### config.mk
export PLATFORM = sky130hd
export DESIGN_NAME = axi_read_arbiter_flat
export DESIGN_NICKNAME = d
export VERILOG_FILES = /design/src/rtl/axi_read_arbiter_if.sv /design/src/rtl/axi_read_arbiter.sv /design/src/flat_wrapper.sv
export SDC_FILE = /design/constraint.sdc
export NUM_CORES = 1
export LEC_CHECK = 0
export ABC_AREA = 1
export CAP_MARGIN = 25
export CORE_AREA = 3 3 124 126
export DETAILED_ROUTE_END_ITERATION = 8
export DIE_AREA = 0 0 127 129
export GPL_TIMING_DRIVEN = 0
export PLACE_DENSITY = 0.72
export SETUP_SLACK_MARGIN = 0.2
export SLEW_MARGIN = 0
export SYNTH_ARGS = -nofsm -noshare
export SYNTH_HDL_FRONTEND = slang
export SYNTH_SLANG_ARGS = --single-unit
### constraint.sdc
create_clock -name aclk -period 7.9 [get_ports aclk]
set_input_delay 1.58 -clock aclk [delete_from_list [all_inputs] [get_ports aclk]]
set_output_delay 1.58 -clock aclk [all_outputs]
set_load 0.02 [all_outputs]
### src/rtl/axi_read_arbiter_if.sv
// ============================================================================
// axi_read_arbiter_if
// ----------------------------------------------------------------------------
// Purpose:
//   Bundles the AXI4 read-address (AR) and read-data (R) channels of one AXI
//   link. The arbiter uses this interface for its two requester links and for
//   its single memory-side link.
//
// Parameters:
//   ADDR_WIDTH - araddr width
//   DATA_WIDTH - rdata width
//   ID_WIDTH   - arid / rid width. The memory-side link carries one more ID
//                bit than a requester link, which holds the port number.
//
// Signals:
//   AR channel : arid, araddr, arlen, arsize, arburst, arlock, arcache, arprot,
//                arvalid (initiator -> target), arready (target -> initiator)
//   R channel  : rid, rdata, rresp, rlast, rvalid (target -> initiator),
//                rready (initiator -> target)
//
// Modports:
//   master - the side that issues read requests and consumes read data
//   slave  - the side that accepts read requests and returns read data
// ============================================================================
interface axi_read_arbiter_if #(
    parameter int ADDR_WIDTH = 32,
    parameter int DATA_WIDTH = 32,
    parameter int ID_WIDTH   = 8
);
    // AR channel
    logic [ID_WIDTH-1:0]   arid;
    logic [ADDR_WIDTH-1:0] araddr;
    logic [7:0]            arlen;
    logic [2:0]            arsize;
    logic [1:0]            arburst;
    logic                  arlock;
    logic [3:0]            arcache;
    logic [2:0]            arprot;
    logic                  arvalid;
    logic                  arready;

    // R channel
    logic [ID_WIDTH-1:0]   rid;
    logic [DATA_WIDTH-1:0] rdata;
    logic [1:0]            rresp;
    logic                  rlast;
    logic                  rvalid;
    logic                  rready;

    modport master (
        output arid, araddr, arlen, arsize, arburst, arlock, arcache, arprot,
        output arvalid,
        input  arready,
        input  rid, rdata, rresp, rlast, rvalid,
        output rready
    );

    modport slave (
        input  arid, araddr, arlen, arsize, arburst, arlock, arcache, arprot,
        input  arvalid,
        output arready,
        output rid, rdata, rresp, rlast, rvalid,
        input  rready
    );
endinterface

### src/rtl/axi_read_arbiter.sv
// ============================================================================
// axi_read_arbiter
// ----------------------------------------------------------------------------
// Purpose:
//   Merges two AXI4 read requesters onto one memory-side AXI4 read port.
//   AR requests are arbitrated round-robin and registered toward memory; the
//   port number is prepended to the forwarded ID. R beats are routed back
//   combinationally using that extra ID bit.
//
// Parameters:
//   ADDR_WIDTH      - address width (default 32)
//   DATA_WIDTH      - R data width (default 32)
//   ID_WIDTH        - requester ID width (default 8); memory side is ID_WIDTH+1
//   MAX_OUTSTANDING - per-port outstanding burst limit (default 4)
//
// Ports:
//   aclk   - single clock for all logic
//   reset  - asynchronous, active-high reset
//   s0_axi - requester 0 AR/R link (slave modport)
//   s1_axi - requester 1 AR/R link (slave modport)
//   m_axi  - memory-side AR/R link (master modport), ID width ID_WIDTH+1
//
// Configuration:
//   AXI_READ_ARBITER_OUTSTANDING_LIMIT_EN
//     Defined   : each port tracks outstanding bursts (incremented on its AR
//                 grant, decremented on its last R beat); a port that has
//                 MAX_OUTSTANDING bursts in flight is not granted.
//     Undefined : no counters; a port is eligible whenever arvalid is high.
//
// Timing:
//   IDLE  : an eligible request is granted, its arready pulses for that one
//           cycle and its fields are captured; next state is ISSUE.
//   ISSUE : m_axi.arvalid is high with stable fields until m_axi.arready.
//   A request therefore occupies at least two cycles.
// ============================================================================
module axi_read_arbiter #(
    parameter int ADDR_WIDTH      = 32,
    parameter int DATA_WIDTH      = 32,
    parameter int ID_WIDTH        = 8,
    parameter int MAX_OUTSTANDING = 4
) (
    input  logic               aclk,
    input  logic               reset,
    axi_read_arbiter_if.slave  s0_axi,
    axi_read_arbiter_if.slave  s1_axi,
    axi_read_arbiter_if.master m_axi
);

    typedef enum logic {
        IDLE  = 1'b0,
        ISSUE = 1'b1
    } state_t;

    // Captured AR request, including the port it came from.
    typedef struct packed {
        logic                  port;
        logic [ID_WIDTH-1:0]   id;
        logic [ADDR_WIDTH-1:0] addr;
        logic [7:0]            len;
        logic [2:0]            size;
        logic [1:0]            burst;
        logic                  lock;
        logic [3:0]            cache;
        logic [2:0]            prot;
    } ar_req_t;

    state_t  state;
    state_t  state_next;

    logic    elig0;
    logic    elig1;
    logic    grant_en;     // a grant is made this cycle
    logic    grant_port;   // port being granted this cycle
    logic    last_grant;   // port that won the most recent grant

    ar_req_t ar_sel;       // fields of the port being granted
    ar_req_t ar_q;         // fields presented on m_axi

    logic    r_sel;        // port addressed by the current R beat

    // ------------------------------------------------------------------------
    // Eligibility
    // ------------------------------------------------------------------------
`ifdef AXI_READ_ARBITER_OUTSTANDING_LIMIT_EN
    localparam int CNT_W = $clog2(MAX_OUTSTANDING + 1);
    localparam logic [CNT_W-1:0] CNT_MAX = CNT_W'(MAX_OUTSTANDING);

    logic [CNT_W-1:0] cnt0;
    logic [CNT_W-1:0] cnt1;
    logic             inc0;
    logic             inc1;
    logic             dec0;
    logic             dec1;

    assign inc0 = grant_en && !grant_port;
    assign inc1 = grant_en &&  grant_port;

    // A burst is retired by the handshaken last beat routed to its port.
    assign dec0 = m_axi.rvalid && m_axi.rready && m_axi.rlast && !r_sel;
    assign dec1 = m_axi.rvalid && m_axi.rready && m_axi.rlast &&  r_sel;

    always_ff @(posedge aclk or posedge reset) begin
        if (reset) begin
            cnt0 <= '0;
            cnt1 <= '0;
        end else begin
            // Simultaneous increment and decrement leaves the count unchanged.
            // A stray last beat with nothing outstanding does not wrap.
            if (inc0 && !dec0) begin
                cnt0 <= cnt0 + CNT_W'(1);
            end else if (dec0 && !inc0 && (cnt0 != '0)) begin
                cnt0 <= cnt0 - CNT_W'(1);
            end

            if (inc1 && !dec1) begin
                cnt1 <= cnt1 + CNT_W'(1);
            end else if (dec1 && !inc1 && (cnt1 != '0)) begin
                cnt1 <= cnt1 - CNT_W'(1);
            end
        end
    end

    assign elig0 = s0_axi.arvalid && (cnt0 < CNT_MAX);
    assign elig1 = s1_axi.arvalid && (cnt1 < CNT_MAX);
`else
    assign elig0 = s0_axi.arvalid;
    assign elig1 = s1_axi.arvalid;
`endif

    // ------------------------------------------------------------------------
    // AR state machine
    // ------------------------------------------------------------------------
    // NOTE: sequential state is updated with non-blocking (<=) assignments so
    // every register samples values from before the clock edge.
    always_ff @(posedge aclk or posedge reset) begin
        if (reset) begin
            state <= IDLE;
        end else begin
            state <= state_next;
        end
    end

    // NOTE: every output of this block gets a default first, so no path
    // through the case statement leaves a signal unassigned (no latches).
    always_comb begin
        state_next = state;
        grant_en   = 1'b0;
        grant_port = 1'b0;

        case (state)
            IDLE: begin
                // The reset term keeps arready low while reset is asserted
                // even though the state already reads IDLE.
                if (!reset && (elig0 || elig1)) begin
                    grant_en   = 1'b1;
                    // On a tie the port that did not win last time goes next;
                    // otherwise the single eligible port wins.
                    grant_port = (elig0 && elig1) ? ~last_grant : elig1;
                    state_next = ISSUE;
                end
            end
            ISSUE: begin
                if (m_axi.arready) begin
                    state_next = IDLE;
                end
            end
            default: begin
                state_next = IDLE;
            end
        endcase
    end

    // Last-grant pointer starts at port 1 so port 0 wins the first tie.
    always_ff @(posedge aclk or posedge reset) begin
        if (reset) begin
            last_grant <= 1'b1;
        end else if (grant_en) begin
            last_grant <= grant_port;
        end
    end

    // ------------------------------------------------------------------------
    // AR payload capture
    // ------------------------------------------------------------------------
    always_comb begin
        if (grant_port) begin
            ar_sel.port  = 1'b1;
            ar_sel.id    = s1_axi.arid;
            ar_sel.addr  = s1_axi.araddr;
            ar_sel.len   = s1_axi.arlen;
            ar_sel.size  = s1_axi.arsize;
            ar_sel.burst = s1_axi.arburst;
            ar_sel.lock  = s1_axi.arlock;
            ar_sel.cache = s1_axi.arcache;
            ar_sel.prot  = s1_axi.arprot;
        end else begin
            ar_sel.port  = 1'b0;
            ar_sel.id    = s0_axi.arid;
            ar_sel.addr  = s0_axi.araddr;
            ar_sel.len   = s0_axi.arlen;
            ar_sel.size  = s0_axi.arsize;
            ar_sel.burst = s0_axi.arburst;
            ar_sel.lock  = s0_axi.arlock;
            ar_sel.cache = s0_axi.arcache;
            ar_sel.prot  = s0_axi.arprot;
        end
    end

    // NOTE: the payload register has no reset; it is only observed while
    // arvalid (driven by the reset state) is high, so clearing it is wasted.
    always_ff @(posedge aclk) begin
        if (grant_en) begin
            ar_q <= ar_sel;
        end
    end

    // Exactly one port can be granted per cycle, and only when it is valid.
    assign s0_axi.arready = grant_en && !grant_port;
    assign s1_axi.arready = grant_en &&  grant_port;

    assign m_axi.arvalid  = (state == ISSUE);
    assign m_axi.arid     = {ar_q.port, ar_q.id};
    assign m_axi.araddr   = ar_q.addr;
    assign m_axi.arlen    = ar_q.len;
    assign m_axi.arsize   = ar_q.size;
    assign m_axi.arburst  = ar_q.burst;
    assign m_axi.arlock   = ar_q.lock;
    assign m_axi.arcache  = ar_q.cache;
    assign m_axi.arprot   = ar_q.prot;

    // ------------------------------------------------------------------------
    // R channel routing (purely combinational)
    // ------------------------------------------------------------------------
    // The extra top ID bit names the requester that issued the burst.
    assign r_sel = m_axi.rid[ID_WIDTH];

    assign s0_axi.rvalid = m_axi.rvalid && !r_sel;
    assign s1_axi.rvalid = m_axi.rvalid &&  r_sel;

    assign s0_axi.rid    = m_axi.rid[ID_WIDTH-1:0];
    assign s1_axi.rid    = m_axi.rid[ID_WIDTH-1:0];
    assign s0_axi.rdata  = m_axi.rdata;
    assign s1_axi.rdata  = m_axi.rdata;
    assign s0_axi.rresp  = m_axi.rresp;
    assign s1_axi.rresp  = m_axi.rresp;
    assign s0_axi.rlast  = m_axi.rlast;
    assign s1_axi.rlast  = m_axi.rlast;

    assign m_axi.rready  = r_sel ? s1_axi.rready : s0_axi.rready;

endmodule
### src/flat_wrapper.sv
// flat-port wrapper written by rule: the top's interface ports become plain ports
module axi_read_arbiter_flat 
#(
    parameter int ADDR_WIDTH      = 32,
    parameter int DATA_WIDTH      = 32,
    parameter int ID_WIDTH        = 8,
    parameter int MAX_OUTSTANDING = 4
)
  (aclk, reset, s0_axi_arid, s0_axi_araddr, s0_axi_arlen, s0_axi_arsize, s0_axi_arburst, s0_axi_arlock, s0_axi_arcache, s0_axi_arprot, s0_axi_arvalid, s0_axi_arready, s0_axi_rid, s0_axi_rdata, s0_axi_rresp, s0_axi_rlast, s0_axi_rvalid, s0_axi_rready, s1_axi_arid, s1_axi_araddr, s1_axi_arlen, s1_axi_arsize, s1_axi_arburst, s1_axi_arlock, s1_axi_arcache, s1_axi_arprot, s1_axi_arvalid, s1_axi_arready, s1_axi_rid, s1_axi_rdata, s1_axi_rresp, s1_axi_rlast, s1_axi_rvalid, s1_axi_rready, m_axi_arid, m_axi_araddr, m_axi_arlen, m_axi_arsize, m_axi_arburst, m_axi_arlock, m_axi_arcache, m_axi_arprot, m_axi_arvalid, m_axi_arready, m_axi_rid, m_axi_rdata, m_axi_rresp, m_axi_rlast, m_axi_rvalid, m_axi_rready);
  axi_read_arbiter_if #(.ADDR_WIDTH(ADDR_WIDTH), .DATA_WIDTH(DATA_WIDTH), .ID_WIDTH(ID_WIDTH)) s0_axi_i ();
  axi_read_arbiter_if #(.ADDR_WIDTH(ADDR_WIDTH), .DATA_WIDTH(DATA_WIDTH), .ID_WIDTH(ID_WIDTH)) s1_axi_i ();
  axi_read_arbiter_if #(.ADDR_WIDTH(ADDR_WIDTH), .DATA_WIDTH(DATA_WIDTH), .ID_WIDTH(ID_WIDTH)) m_axi_i ();
  input  logic aclk;
  input  logic reset;
  input wire logic [$bits(s0_axi_i.arid)-1:0] s0_axi_arid;
  input wire logic [$bits(s0_axi_i.araddr)-1:0] s0_axi_araddr;
  input wire logic [$bits(s0_axi_i.arlen)-1:0] s0_axi_arlen;
  input wire logic [$bits(s0_axi_i.arsize)-1:0] s0_axi_arsize;
  input wire logic [$bits(s0_axi_i.arburst)-1:0] s0_axi_arburst;
  input wire logic [$bits(s0_axi_i.arlock)-1:0] s0_axi_arlock;
  input wire logic [$bits(s0_axi_i.arcache)-1:0] s0_axi_arcache;
  input wire logic [$bits(s0_axi_i.arprot)-1:0] s0_axi_arprot;
  input wire logic [$bits(s0_axi_i.arvalid)-1:0] s0_axi_arvalid;
  output wire logic [$bits(s0_axi_i.arready)-1:0] s0_axi_arready;
  output wire logic [$bits(s0_axi_i.rid)-1:0] s0_axi_rid;
  output wire logic [$bits(s0_axi_i.rdata)-1:0] s0_axi_rdata;
  output wire logic [$bits(s0_axi_i.rresp)-1:0] s0_axi_rresp;
  output wire logic [$bits(s0_axi_i.rlast)-1:0] s0_axi_rlast;
  output wire logic [$bits(s0_axi_i.rvalid)-1:0] s0_axi_rvalid;
  input wire logic [$bits(s0_axi_i.rready)-1:0] s0_axi_rready;
  input wire logic [$bits(s1_axi_i.arid)-1:0] s1_axi_arid;
  input wire logic [$bits(s1_axi_i.araddr)-1:0] s1_axi_araddr;
  input wire logic [$bits(s1_axi_i.arlen)-1:0] s1_axi_arlen;
  input wire logic [$bits(s1_axi_i.arsize)-1:0] s1_axi_arsize;
  input wire logic [$bits(s1_axi_i.arburst)-1:0] s1_axi_arburst;
  input wire logic [$bits(s1_axi_i.arlock)-1:0] s1_axi_arlock;
  input wire logic [$bits(s1_axi_i.arcache)-1:0] s1_axi_arcache;
  input wire logic [$bits(s1_axi_i.arprot)-1:0] s1_axi_arprot;
  input wire logic [$bits(s1_axi_i.arvalid)-1:0] s1_axi_arvalid;
  output wire logic [$bits(s1_axi_i.arready)-1:0] s1_axi_arready;
  output wire logic [$bits(s1_axi_i.rid)-1:0] s1_axi_rid;
  output wire logic [$bits(s1_axi_i.rdata)-1:0] s1_axi_rdata;
  output wire logic [$bits(s1_axi_i.rresp)-1:0] s1_axi_rresp;
  output wire logic [$bits(s1_axi_i.rlast)-1:0] s1_axi_rlast;
  output wire logic [$bits(s1_axi_i.rvalid)-1:0] s1_axi_rvalid;
  input wire logic [$bits(s1_axi_i.rready)-1:0] s1_axi_rready;
  output wire logic [$bits(m_axi_i.arid)-1:0] m_axi_arid;
  output wire logic [$bits(m_axi_i.araddr)-1:0] m_axi_araddr;
  output wire logic [$bits(m_axi_i.arlen)-1:0] m_axi_arlen;
  output wire logic [$bits(m_axi_i.arsize)-1:0] m_axi_arsize;
  output wire logic [$bits(m_axi_i.arburst)-1:0] m_axi_arburst;
  output wire logic [$bits(m_axi_i.arlock)-1:0] m_axi_arlock;
  output wire logic [$bits(m_axi_i.arcache)-1:0] m_axi_arcache;
  output wire logic [$bits(m_axi_i.arprot)-1:0] m_axi_arprot;
  output wire logic [$bits(m_axi_i.arvalid)-1:0] m_axi_arvalid;
  input wire logic [$bits(m_axi_i.arready)-1:0] m_axi_arready;
  input wire logic [$bits(m_axi_i.rid)-1:0] m_axi_rid;
  input wire logic [$bits(m_axi_i.rdata)-1:0] m_axi_rdata;
  input wire logic [$bits(m_axi_i.rresp)-1:0] m_axi_rresp;
  input wire logic [$bits(m_axi_i.rlast)-1:0] m_axi_rlast;
  input wire logic [$bits(m_axi_i.rvalid)-1:0] m_axi_rvalid;
  output wire logic [$bits(m_axi_i.rready)-1:0] m_axi_rready;
  assign s0_axi_i.arid = s0_axi_arid;
  assign s0_axi_i.araddr = s0_axi_araddr;
  assign s0_axi_i.arlen = s0_axi_arlen;
  assign s0_axi_i.arsize = s0_axi_arsize;
  assign s0_axi_i.arburst = s0_axi_arburst;
  assign s0_axi_i.arlock = s0_axi_arlock;
  assign s0_axi_i.arcache = s0_axi_arcache;
  assign s0_axi_i.arprot = s0_axi_arprot;
  assign s0_axi_i.arvalid = s0_axi_arvalid;
  assign s0_axi_arready = s0_axi_i.arready;
  assign s0_axi_rid = s0_axi_i.rid;
  assign s0_axi_rdata = s0_axi_i.rdata;
  assign s0_axi_rresp = s0_axi_i.rresp;
  assign s0_axi_rlast = s0_axi_i.rlast;
  assign s0_axi_rvalid = s0_axi_i.rvalid;
  assign s0_axi_i.rready = s0_axi_rready;
  assign s1_axi_i.arid = s1_axi_arid;
  assign s1_axi_i.araddr = s1_axi_araddr;
  assign s1_axi_i.arlen = s1_axi_arlen;
  assign s1_axi_i.arsize = s1_axi_arsize;
  assign s1_axi_i.arburst = s1_axi_arburst;
  assign s1_axi_i.arlock = s1_axi_arlock;
  assign s1_axi_i.arcache = s1_axi_arcache;
  assign s1_axi_i.arprot = s1_axi_arprot;
  assign s1_axi_i.arvalid = s1_axi_arvalid;
  assign s1_axi_arready = s1_axi_i.arready;
  assign s1_axi_rid = s1_axi_i.rid;
  assign s1_axi_rdata = s1_axi_i.rdata;
  assign s1_axi_rresp = s1_axi_i.rresp;
  assign s1_axi_rlast = s1_axi_i.rlast;
  assign s1_axi_rvalid = s1_axi_i.rvalid;
  assign s1_axi_i.rready = s1_axi_rready;
  assign m_axi_arid = m_axi_i.arid;
  assign m_axi_araddr = m_axi_i.araddr;
  assign m_axi_arlen = m_axi_i.arlen;
  assign m_axi_arsize = m_axi_i.arsize;
  assign m_axi_arburst = m_axi_i.arburst;
  assign m_axi_arlock = m_axi_i.arlock;
  assign m_axi_arcache = m_axi_i.arcache;
  assign m_axi_arprot = m_axi_i.arprot;
  assign m_axi_arvalid = m_axi_i.arvalid;
  assign m_axi_i.arready = m_axi_arready;
  assign m_axi_i.rid = m_axi_rid;
  assign m_axi_i.rdata = m_axi_rdata;
  assign m_axi_i.rresp = m_axi_rresp;
  assign m_axi_i.rlast = m_axi_rlast;
  assign m_axi_i.rvalid = m_axi_rvalid;
  assign m_axi_rready = m_axi_i.rready;
  axi_read_arbiter #(.ADDR_WIDTH(ADDR_WIDTH), .DATA_WIDTH(DATA_WIDTH), .ID_WIDTH(ID_WIDTH), .MAX_OUTSTANDING(MAX_OUTSTANDING)) u_core (.aclk(aclk), .reset(reset), .s0_axi(s0_axi_i), .s1_axi(s1_axi_i), .m_axi(m_axi_i));
endmodule
==> results.cfg <==
[status]
status = finished, final reports clean

[global_route]
grt_pass1_wl_mm = 19.7
grtUsageTotal = 0.160
grt_start_max_net_pins = 31
grt_overflow_total = 0
antenna_found_initial = 0
grt_pass1_vias = 3520

[floorplan]
dieArea_mm2 = 0.0164
ioPinCount = 326
die_x_um = 127
die_h_um = 129
row_count = 44
start_util = 0.248
core-area_mm2 = 0.0144

[worst_setup_path]
crit_path_end_kind = output port
critPathLaunch = reset
reg2reg_from = u_core.m_axi.arvalid
crit_path_max_fanout = 30
slowest_stage = clkdlybuf4s50_1
path_cells = clkdlybuf4s50_1, nor2_4, inv_1, nor2_4, buf_12, nand2_1, inv_1, clkdlybuf4s50_1
startpoint_type = input pin
path_class = input pin to output port
arrival_ns = 3.78
cp_data_required_time_ns = 6.32
reg2reg_slack_ns = 6.13
slowest_delay_ns = 0.59

[yosys]
synth.most_common_cell = nand2_1
synth_common_cells = nand2_1, buf_4, edfxtp_1, nand4_1, buf_2
async_flop_share = 0.0317
synth_ff_type = edfxtp_1
synth-edff-count = 61
synthTopCellsByArea = edfxtp_1, buf_4, nand2_1, nand4_1, buf_2
synth-seq-cells = 63
netlist_area_mm2 = 0.00358
synthCells = 376
yosysSeqAreaShare = 0.526
synth.avg_cell_area_um2 = 9.52
yosysTopAreaCell = edfxtp_1
ys_types = 16
netlist.area_leader.share = 0.512
yosysWarningCount = 0

[pwr]
vdd_drop_max_mv = 0.0906
swShare = 0.271
p_int_w = 0.000866
p_comb_frac = 0.302
p_leak_nw = 2.91
p_seq_frac = 0.347
clockPowerShare = 0.351
powerDensity_mw_per_mm2 = 172
power_switching_w = 0.000323

[sta]
finalCritPeriodShare = 0.679
maxSlewViolCount = 0
fin_crit_ns = 5.36
rsz0062_at_grt = no
hold_viol = 0
tns_ns = 0
setup_violations = 0
fmax_ghz = 0.186
skew_ns = 0.00647

[min_path]
min-delay-start = u_core.last_grant
min_path_type = register to register

[place]
place_congestion = 0.811
numPortBuffers = 276
dp_cells = 839
hpwl_mm = 11.2

[detailed_routing]
wl_mm = 14.0
post_drt_wl_per_cell_um = 16.4
dr.pass1.iters = 4
post-route-drc-count = 0
wl_met3_mm = 1.62
wl_met2_mm = 7.07
drtIter0Drc = 182
vias = 3604
vias_per_cell = 4.22
antenna_left = 0
wl_met1_mm = 5.07
maxUsedRoutingLayer = met4

[finish]
finalNetCount = 839
areaGrowthSynthToFinish_pct = 93.6
seqCellArea_mm2 = 0.00188
final_layout_size_suffix_gt1_frac = 0.182
antenna_cells = 0
stdcell_count = 855
multi_input_area_um2 = 911
n_fill_cell = 1361

[clock_network]
htreeDepth = 3
cts_setup_buffers = 0
ctsHoldBuffers = 0
cts_sinks = 63
clkLatencyLatePin_ns = 0.33
cts_buffers = 9
cts_max_path_buffers = 2
clockRootBuffer = clkbuf_16
clk_pin_slew_worst_paths_ns = 0.05
cts_resized = 0
cts_tree = done

[flow_run]
drv_cap = 0
==> power groups by stage <==
stage               Sequential [W]  Clock (W)  Combinational (W)
finish                    0.000413   0.000417           0.000360
global route              0.000415   0.000442           0.000383
CTS                       0.000413   0.000429           0.000364
global placement          0.000423          0           0.000355
floorplan                 0.000454          0           0.000138
detailed placement        0.000419          0           0.000363
==> layout make-up <==
cell class / count / area share
buffer: 114 / 0.112
clock buffer: 12 / 0.0341
clock inverter: 4 / 0.0101
inverter: 5 / 0.00271
multi-input combinational: 195 / 0.131
sequential: 63 / 0.272
tap: 184 / 0.0332
timing repair buffer: 278 / 0.404
==> metal layers <==
| layer | global-route usage | vias to the layer above |
|---|---|---|
| li1 | - | 1779 |
| met1 | 0.174 | 1599 |
| met2 | 0.278 | 209 |
| met3 | 0.0726 | 17 |
| met4 | 0.0543 | 0 |
| met5 | 0 | - |
==> cell usage in the layout, fill, tap and decap left out, drive strengths merged <==
| master | n |
|---|---|
| dfrtp | 1 |
| nor2 | 3 |
| inv | 5 |
| clkdlybuf4s50 | 276 |
| o21ai | 2 |
| bufinv | 2 |
| nand4 | 61 |
| nand3 | 1 |
| edfxtp | 61 |
| buf | 115 |
| nand2 | 126 |
| dfstp | 1 |
| clkbuf | 13 |
| clkinv | 2 |
| conb | 2 |
==> critical path: cells and delay by family <==
| family | cells | cell delay [ns] |
|---|---|---|
| buf+inv | 5 | 1.48 |
| simple gates | 3 | 0.70 |
==> path summary, 6_finish.rpt <==
path | end | depth (start not counted)
worst min register to register | u_core.last_grant | 2
worst max register to register | u_core.m_axi.arprot[0] | 4
min in group asynchronous | u_core.m_axi.arvalid | 2
worst min-delay path | u_core.last_grant | 2
worst max-delay path | s0_axi_arready | 8
max in group asynchronous | u_core.last_grant | 2
==> flip-flops by register name, summed over array words and instances (netlist names) <==
| register | flops |
|---|---|
| u_core.last_grant | 1 |
| u_core.m_axi.araddr | 32 |
| u_core.m_axi.arburst | 2 |
| u_core.m_axi.arcache | 4 |
| u_core.m_axi.arid | 8 |
| u_core.m_axi.arlen | 8 |
| u_core.m_axi.arlock | 1 |
| u_core.m_axi.arprot | 3 |
| u_core.m_axi.arsize | 3 |
| u_core.m_axi.arvalid | 1 |
==> cell families (layout without fill, tap and decap cells) <==
group	after synthesis	count (layout)	share of synthesized area
other	1	2	0.00105
buffers and inverters	119	413	0.223
and+or+nand+nor	191	191	0.247
DFF	63	63	0.526
AOI/OAI and AO/OA	2	2	0.00280
==> through the flow <==
step	total power [W]	instance area (um^2)	hold slack [ns]	utilization	setup slack [ns]
after floorplan	0.000592	3580	0.449	-	1.56
after global placement	0.000777	6580	0.464	0.456	-1.05
after detailed placement	0.000782	6620	0.464	0.459	2.50
after CTS	0.00121	6930	0.472	0.480	2.50
after global routing	0.00124	6930	0.490	0.480	2.34
final	0.00119	6930	0.469	0.480	2.54
No activity file was read; power rests on OpenSTA's default activity.
